**config.mk**
```make
export PLATFORM = sky130hd
export DESIGN_NAME = ex_stage
export DESIGN_NICKNAME = d
export VERILOG_FILES = /design/src/rtl/core_pkg.sv /design/src/rtl/ex_stage_div.sv /design/src/rtl/ex_stage.sv
export SDC_FILE = /design/constraint.sdc
export NUM_CORES = 2
export LEC_CHECK = 0
export ABC_AREA = 1
export BUFFER_PORTS_ARGS = -buffer_cell sky130_fd_sc_hd__clkbuf_2
export CAP_MARGIN = 25
export CORE_ASPECT_RATIO = 0.7
export CORE_MARGIN = 2
export CORE_UTILIZATION = 34
export DETAILED_ROUTE_END_ITERATION = 8
export SETUP_SLACK_MARGIN = 0.15
export SLEW_MARGIN = 20
export SYNTH_ARGS = -nofsm -noshare
export SYNTH_HDL_FRONTEND = slang
export SYNTH_SLANG_ARGS = --single-unit
```
**constraint.sdc**
```tcl
create_clock -name clk -period 13.3 [get_ports clk]
set_clock_uncertainty 0.2 [all_clocks]
set_input_delay 1.33 -clock clk [delete_from_list [all_inputs] [get_ports clk]]
set_output_delay 1.33 -clock clk [all_outputs]
set_load 0.02 [all_outputs]
```
**src/rtl/core_pkg.sv**
```systemverilog
// Shared types for the RV32IM pipeline: ALU opcodes, forwarding selects,
// the ID/EX and EX/MEM pipeline records and the divider state encoding.
package core_pkg;

    localparam int XLEN = 32;

    typedef enum logic [4:0] {
        ALU_ADD,
        ALU_SUB,
        ALU_SLL,
        ALU_SLT,
        ALU_SLTU,
        ALU_XOR,
        ALU_SRL,
        ALU_SRA,
        ALU_OR,
        ALU_AND,
        ALU_LUI,
        ALU_MUL,
        ALU_MULH,
        ALU_MULHSU,
        ALU_MULHU,
        ALU_DIV,
        ALU_DIVU,
        ALU_REM,
        ALU_REMU
    } alu_op_e;

    typedef enum logic [1:0] {
        FWD_NONE = 2'd0,
        FWD_MEM  = 2'd1,
        FWD_WB   = 2'd2
    } fwd_sel_e;

    typedef enum logic {
        DIV_IDLE = 1'b0,
        DIV_BUSY = 1'b1
    } div_state_e;

    typedef struct packed {
        logic [XLEN-1:0] pc;
        logic [XLEN-1:0] rs1_data;
        logic [XLEN-1:0] rs2_data;
        logic [XLEN-1:0] imm;
        logic [4:0]      rd_addr;
        alu_op_e         ALUOp;
        logic            ALUSrcA;   // 0: rs1, 1: pc
        logic            ALUSrcB;   // 0: rs2, 1: imm
        logic            MemWrite;
        logic            MemRead;
        logic            RegWrite;
        logic [1:0]      WBSel;
    } id_ex_data_t;

    typedef struct packed {
        logic [XLEN-1:0] alu_result;
        logic [XLEN-1:0] rd_data2;
        logic [4:0]      rd_addr;
        logic            MemWrite;
        logic            MemRead;
        logic            RegWrite;
        logic [1:0]      WBSel;
    } ex_mem_data_t;

    // True for the four ops that go through the iterative divider.
    function automatic logic is_div_op(alu_op_e op);
        return (op == ALU_DIV) || (op == ALU_DIVU) || (op == ALU_REM) || (op == ALU_REMU);
    endfunction

endpackage

```
**src/rtl/ex_stage_div.sv**
```systemverilog
// Iterative restoring divider for DIV/DIVU/REM/REMU. Works on magnitudes and
// fixes the signs on the completing edge; divide-by-zero and signed overflow
// are resolved combinationally without entering BUSY.
module div_unit
    import core_pkg::*;
#(
    parameter int DIV_STEPS = XLEN
) (
    input  logic            clk,
    input  logic            rst,
    input  logic            start,
    input  logic            flush,
    input  alu_op_e         op,
    input  logic [XLEN-1:0] a,
    input  logic [XLEN-1:0] b,
    output logic            busy,
    output logic            done,
    output logic [XLEN-1:0] result
);

    localparam int CW = $clog2(DIV_STEPS + 1);

    div_state_e      state_q, state_d;
    logic [CW-1:0]   count_q;
    logic [XLEN-1:0] rem_q, quo_q, dvsr_q;
    logic            is_rem_q, neg_quo_q, neg_rem_q;

    // Operand classification for the op presented this cycle
    logic            is_signed, is_rem, div_zero, signed_ovf, special;
    logic            neg_a, neg_b;
    logic [XLEN-1:0] mag_a, mag_b, special_res;

    // One restoring step on the latched state
    logic [XLEN:0]   shifted, diff;
    logic [XLEN-1:0] rem_step, quo_step, quo_fin, rem_fin;

    // Decode the incoming op, detect special cases and form magnitudes
    always_comb begin
        is_signed  = (op == ALU_DIV) || (op == ALU_REM);
        is_rem     = (op == ALU_REM) || (op == ALU_REMU);
        div_zero   = (b == '0);
        signed_ovf = is_signed && (a == {1'b1, {(XLEN-1){1'b0}}}) && (b == '1);
        special    = div_zero || signed_ovf;
        neg_a      = is_signed && a[XLEN-1];
        neg_b      = is_signed && b[XLEN-1];
        mag_a      = neg_a ? (XLEN'(0) - a) : a;
        mag_b      = neg_b ? (XLEN'(0) - b) : b;
        if (div_zero) begin
            special_res = is_rem ? a : '1;
        end else begin
            special_res = is_rem ? '0 : {1'b1, {(XLEN-1){1'b0}}};
        end
    end

    // Shift in the next dividend bit and subtract the divisor if it fits
    always_comb begin
        shifted  = {rem_q, quo_q[XLEN-1]};
        diff     = shifted - {1'b0, dvsr_q};
        rem_step = diff[XLEN] ? shifted[XLEN-1:0] : diff[XLEN-1:0];
        quo_step = {quo_q[XLEN-2:0], ~diff[XLEN]};
        quo_fin  = neg_quo_q ? (XLEN'(0) - quo_step) : quo_step;
        rem_fin  = neg_rem_q ? (XLEN'(0) - rem_step) : rem_step;
    end

    // FSM state register
    always_ff @(posedge clk) begin
        if (rst) begin
            state_q <= DIV_IDLE;
        end else begin
            state_q <= state_d;
        end
    end

    // FSM next-state logic; a flush always wins over starting or continuing
    always_comb begin
        state_d = state_q;
        unique case (state_q)
            DIV_IDLE: if (start && !special && !flush) state_d = DIV_BUSY;
            DIV_BUSY: if (flush || count_q == CW'(1))  state_d = DIV_IDLE;
            default:  state_d = DIV_IDLE;
        endcase
    end

    // FSM outputs: stall request, completion strobe and the result to capture
    always_comb begin
        busy   = 1'b0;
        done   = 1'b0;
        result = special_res;
        if (state_q == DIV_IDLE) begin
            busy = start && !special && !flush;
            done = start && special;
        end else begin
            busy   = (count_q > CW'(1)) && !flush;
            done   = (count_q == CW'(1));
            result = is_rem_q ? rem_fin : quo_fin;
        end
    end

    // Datapath: latch magnitudes and signs on entry, then iterate
    always_ff @(posedge clk) begin
        if (rst) begin
            count_q   <= '0;
            rem_q     <= '0;
            quo_q     <= '0;
            dvsr_q    <= '0;
            is_rem_q  <= 1'b0;
            neg_quo_q <= 1'b0;
            neg_rem_q <= 1'b0;
        end else if (state_q == DIV_IDLE) begin
            if (state_d == DIV_BUSY) begin
                count_q   <= CW'(DIV_STEPS);
                rem_q     <= '0;
                quo_q     <= mag_a;
                dvsr_q    <= mag_b;
                is_rem_q  <= is_rem;
                neg_quo_q <= neg_a ^ neg_b;
                neg_rem_q <= neg_a;
            end
        end else begin
            rem_q   <= rem_step;
            quo_q   <= quo_step;
            count_q <= (state_d == DIV_IDLE) ? '0 : (count_q - CW'(1));
        end
    end

endmodule

```
**src/rtl/ex_stage.sv**
```systemverilog
// Execute stage: operand forwarding, single-cycle ALU and multiplier,
// iterative divider, and the registered EX/MEM output record.
module ex_stage
    import core_pkg::*;
#(
    parameter int DIV_STEPS = XLEN
) (
    input  logic            clk,
    input  logic            rst,
    input  id_ex_data_t     bus_in,
    output ex_mem_data_t    bus_out,
    input  fwd_sel_e        fwd_a_sel,
    input  fwd_sel_e        fwd_b_sel,
    input  logic [XLEN-1:0] mem_fwd_data,
    input  logic [XLEN-1:0] wb_fwd_data,
    input  logic            flush_i,
    output logic            stall_o
);

    logic [XLEN-1:0] fwd_src [2];
    fwd_sel_e        fwd_sel [2];
    logic [XLEN-1:0] fwd_val [2];

    logic [XLEN-1:0] op_a, op_b, alu_res;
    logic [63:0]     mul_a, mul_b, prod;
    logic            is_div, div_busy, div_done;
    logic [XLEN-1:0] div_res;
    ex_mem_data_t    bus_q, bus_d;

    assign fwd_src[0] = bus_in.rs1_data;
    assign fwd_src[1] = bus_in.rs2_data;
    assign fwd_sel[0] = fwd_a_sel;
    assign fwd_sel[1] = fwd_b_sel;

    generate
        for (genvar gi = 0; gi < 2; gi++) begin : g_fwd
            // Pick the register value or a bypass from MEM/WB for rs1 and rs2
            always_comb begin
                unique case (fwd_sel[gi])
                    FWD_MEM: fwd_val[gi] = mem_fwd_data;
                    FWD_WB:  fwd_val[gi] = wb_fwd_data;
                    default: fwd_val[gi] = fwd_src[gi];
                endcase
            end
        end
    endgenerate

    assign op_a   = bus_in.ALUSrcA ? bus_in.pc  : fwd_val[0];
    assign op_b   = bus_in.ALUSrcB ? bus_in.imm : fwd_val[1];
    assign is_div = is_div_op(bus_in.ALUOp);

    // One 64-bit multiplier; sign-extension of each operand selects the MULH flavour
    always_comb begin
        mul_a = {{32{op_a[XLEN-1] && (bus_in.ALUOp == ALU_MULH || bus_in.ALUOp == ALU_MULHSU)}}, op_a};
        mul_b = {{32{op_b[XLEN-1] && (bus_in.ALUOp == ALU_MULH)}}, op_b};
        prod  = mul_a * mul_b;
    end

    // Single-cycle ALU and multiply results
    always_comb begin
        alu_res = '0;
        case (bus_in.ALUOp)
            ALU_ADD:    alu_res = op_a + op_b;
            ALU_SUB:    alu_res = op_a - op_b;
            ALU_SLL:    alu_res = op_a << op_b[4:0];
            ALU_SLT:    alu_res = {{(XLEN-1){1'b0}}, $signed(op_a) < $signed(op_b)};
            ALU_SLTU:   alu_res = {{(XLEN-1){1'b0}}, op_a < op_b};
            ALU_XOR:    alu_res = op_a ^ op_b;
            ALU_SRL:    alu_res = op_a >> op_b[4:0];
            ALU_SRA:    alu_res = $unsigned($signed(op_a) >>> op_b[4:0]);
            ALU_OR:     alu_res = op_a | op_b;
            ALU_AND:    alu_res = op_a & op_b;
            ALU_LUI:    alu_res = op_b;
            ALU_MUL:    alu_res = prod[31:0];
            ALU_MULH,
            ALU_MULHSU,
            ALU_MULHU:  alu_res = prod[63:32];
            default:    alu_res = '0;
        endcase
    end

    div_unit #(
        .DIV_STEPS (DIV_STEPS)
    ) u_div (
        .clk    (clk),
        .rst    (rst),
        .start  (is_div),
        .flush  (flush_i),
        .op     (bus_in.ALUOp),
        .a      (op_a),
        .b      (op_b),
        .busy   (div_busy),
        .done   (div_done),
        .result (div_res)
    );

    assign stall_o = div_busy;

    // Next EX/MEM record: bubble on flush or while a division is still iterating
    always_comb begin
        bus_d = '0;
        if (!flush_i && (!is_div || div_done)) begin
            bus_d.alu_result = is_div ? div_res : alu_res;
            bus_d.rd_data2   = fwd_val[1];
            bus_d.rd_addr    = bus_in.rd_addr;
            bus_d.MemWrite   = bus_in.MemWrite;
            bus_d.MemRead    = bus_in.MemRead;
            bus_d.RegWrite   = bus_in.RegWrite;
            bus_d.WBSel      = bus_in.WBSel;
        end
    end

    // EX/MEM pipeline register
    always_ff @(posedge clk) begin
        if (rst) begin
            bus_q <= '0;
        end else begin
            bus_q <= bus_d;
        end
    end

    assign bus_out = bus_q;

endmodule

```
==> implementation parameters <==
Parameter                              Value

Floorplanning
  Die Area ... about 190,000 um2
  Y dimension of the die ... around 360 um
  X dimension of the die ... between 500 and 600 um
  Starting density of the core ... 0.342
  Boundary pin count ... between 200 and 300
  Std-Cell Core Area ... between 150,000 and 200,000 um2
  Std-Cell Rows ... around 130

Min path
  Hold WC Path Type ... flop to flop

Global route
  GRT Resource Usage Total ... 0.383
  Number of antenna violations at the first check in global routing ... 36
  Total congestion overflow after global routing ... 0
  Vias in the first global route ... approximately 62,000
  Largest net degree at the start of global routing ... between 60 and 70
  Global-route wire length before repair ... 499 mm

Synthesis
  Ranking of synthesized cells by area ... fa_1, nand2_1, inv_1, ha_1, nor2_1
  Most used standard cell by instance count after synthesis ... nand2_1
  Area share of the leading cell type in the synthesized netlist ... 0.362
  Synth Area in Simple Gates ... 0.242
  Number of enable-type register cells in the synthesized netlist ... 0
  Synthesized flop and latch total ... 180
  Post-synthesis cell type with the largest combined area ... fa_1
  Most used standard cells in the synthesized netlist ... nand2_1, inv_1, fa_1, nor2_1, a21oi_1
  Proportion of synthesized area in mux cells ... 0.000964
  Post-synth design cell area ... slightly above 60,000 um2
  Post-Synthesis Net Count ... 10,600
  Total number of yosys warnings ... 0
  Largest family of logic cells by synthesized area ... adder cells
  Unique cell type count in the Yosys netlist ... 74
  Xor and xnor area share after synthesis ... 0.0128
  Synthesized-area fraction occupied by adder cells ... 0.433
  Post-synth ARST share ... 0
  Mean cell area of the mapped netlist ... slightly above 7 um2
  Synth Area in Compound Gates ... 0.118
  Register area share after synthesis ... 0.0578
  Primary flip-flop cell chosen by synthesis mapping ... dfxtp_1
  Number of instances in the synthesized netlist ... ~8,900

Timing
  Clock period minus final worst setup slack ... 12,420 ps
  Slew @ Worst Pin ... 1310 ps
  Setup repair after global routing missed its margin ... no
  Fin crit share ... 0.934
  Total setup violations reported at the end of the flow ... 0
  Max-Slew Margin vs Limit ... 0.129
  Number of pins exceeding their max-slew limit in the final report ... 0
  Number of hold violations in the final report ... 0
  Setup total negative slack ... 0 ps
  Fmax ... about 80 MHz

Drt
  Met2 WL post-DR ... 138 mm
  Residual DRC count ... 0
  Total wire length after detailed routing ... between 300 and 400 mm
  M1 wire length ... between 150 and 200 mm
  ANT nets after route ... 0
  Average vias per placed instance ... between 5 and 6
  Average detailed-routed wire length per instance ... 31.3 um
  Routed met3 length ... between 40 and 50 mm
  Highest metal layer with signal wires ... met5
  First-pass detailed-route iteration total ... 7
  Total number of vias ... approximately 64,000
  Initial DRC Count ... ~8,400

Clock network
  Cell at the root of the clock tree ... clkbuf_16
  CTS buffer count ... 17
  Number of buffers between clock root and the deepest sink ... 2
  Count of cells resized by post-cts repair ... 0
  H-tree levels ... 4
  CTS tree ... built
  Cts hold-fix bufs ... 0
  Setup bufs post-CTS ... 0
  Clock latency reported for the late side of the worst-skew pair ... 570 ps
  CTS clock-pin slew for the worst setup and hold paths ... 80 ps
  Clock Sinks ... 180

Layout
  Area Overhead vs Synth ... 9.30%
  Proportion of layout cells with a drive suffix above 1 ... 0.0958
  Number of nets in the layout ... ~11,000
  Number of non-filler instances in the completed layout ... around 12,000

Worst setup path
  Highest net fanout along the worst path ... 16
  Endpoint type of the worst setup path ... flop
  Worst path most repeated cell ... fa_1
  Required time at the worst-slack endpoint ... between 10,000 and 15,000 ps
  Arrival time at the worst endpoint ... around 13,000 ps
  Kind of launch point of the worst setup path ... input port
  Largest stage delay, worst path ... between 800 and 900 ps
  Critical-path top delay cell ... o21ai_0
  Critical path start-end classification ... input port to flop

Placement
  IO Port Bufs ... 290
  Number of placed instances, taps included ... between 10,000 and 15,000
  Placed wire-length estimate ... 297 mm
  Final GP Congestion ... about 1.1

Outcome
  Run status ... completed

Flow run
  Count of maximum capacitance violations ... 0
## worst paths after layout
path | start | end | slack, ps | depth (start not counted)
max | fwd_b_sel[0] | bus_out[51] | 880 | 34
min | u_div.dvsr_q[21] | u_div.dvsr_q[21] | 270 | 2
max reg2reg | u_div.quo_q[31] | bus_out[72] | 6990 | 31
min reg2reg | u_div.dvsr_q[21] | u_div.dvsr_q[21] | 270 | 2
## state kept, by name, summed over array words and instances, names as in the netlist
register	flops
bus_out	74
u_div.count_q	6
u_div.dvsr_q	32
u_div.is_rem_q	1
u_div.neg_quo_q	1
u_div.neg_rem_q	1
u_div.quo_q	32
u_div.rem_q	32
u_div.state_q	1
## cell type report
cell class                 count  area [um2]
fill                       19700      114000
multi-input combinational   6511       50500
inverter                    1731        6510
timing repair buffer         582        3810
sequential                   180        3600
tap                         2460        3080
clock buffer                  17         425
clock inverter                15         205
antenna                        6        15.0
## routing by layer
layer,GRT usage,vias up
met3,0.122,472
li1,-,27400
met5,0.00258,-
met2,0.515,3873
met4,0.126,20
met1,0.568,32300
## cells by family after synthesis
family	count (synthesis)
xor gates and xnor gates	91
muxes	6
adders and majority gates	1480
and+or+nand+nor	3650
AOI/OAI and AO/OA	1284
DFF	180
buffers and inverters	2163
## stage by stage
step	hold slack (ps)	utilization	setup slack [ps]	cell area [um2]
after floorplan	232	-	3100	62300
after global placement	256	0.370	17.9	67300
after detailed placement	255	0.370	661	67400
after CTS	268	0.374	1180	68100
after global routing	283	0.374	666	68100
final	267	0.374	880	68100
## worst max-delay path, delay by kind of cell
kind / cells / cell delay, ps
adders and majority gates: 11 / 5560
AOI/OAI and AO/OA: 12 / 3740
buffers and inverters: 8 / 1310
and+or+nand+nor: 3 / 620
## cells in the final DEF, fill, tap and decap left out, drive strengths merged, types with 66 or more instances in the layout
master / instances
ha: 352
fa: 1128
inv: 1724
buf: 290
nor2: 1010
o21ai: 555
nand2: 1999
dfxtp: 180
clkbuf: 308
xor2: 66
nand3: 440
a21oi: 460
Power is left out: the tool's default activity adds up to more than one toggle a clock period on the data nets, which glitch-free logic cannot reach.
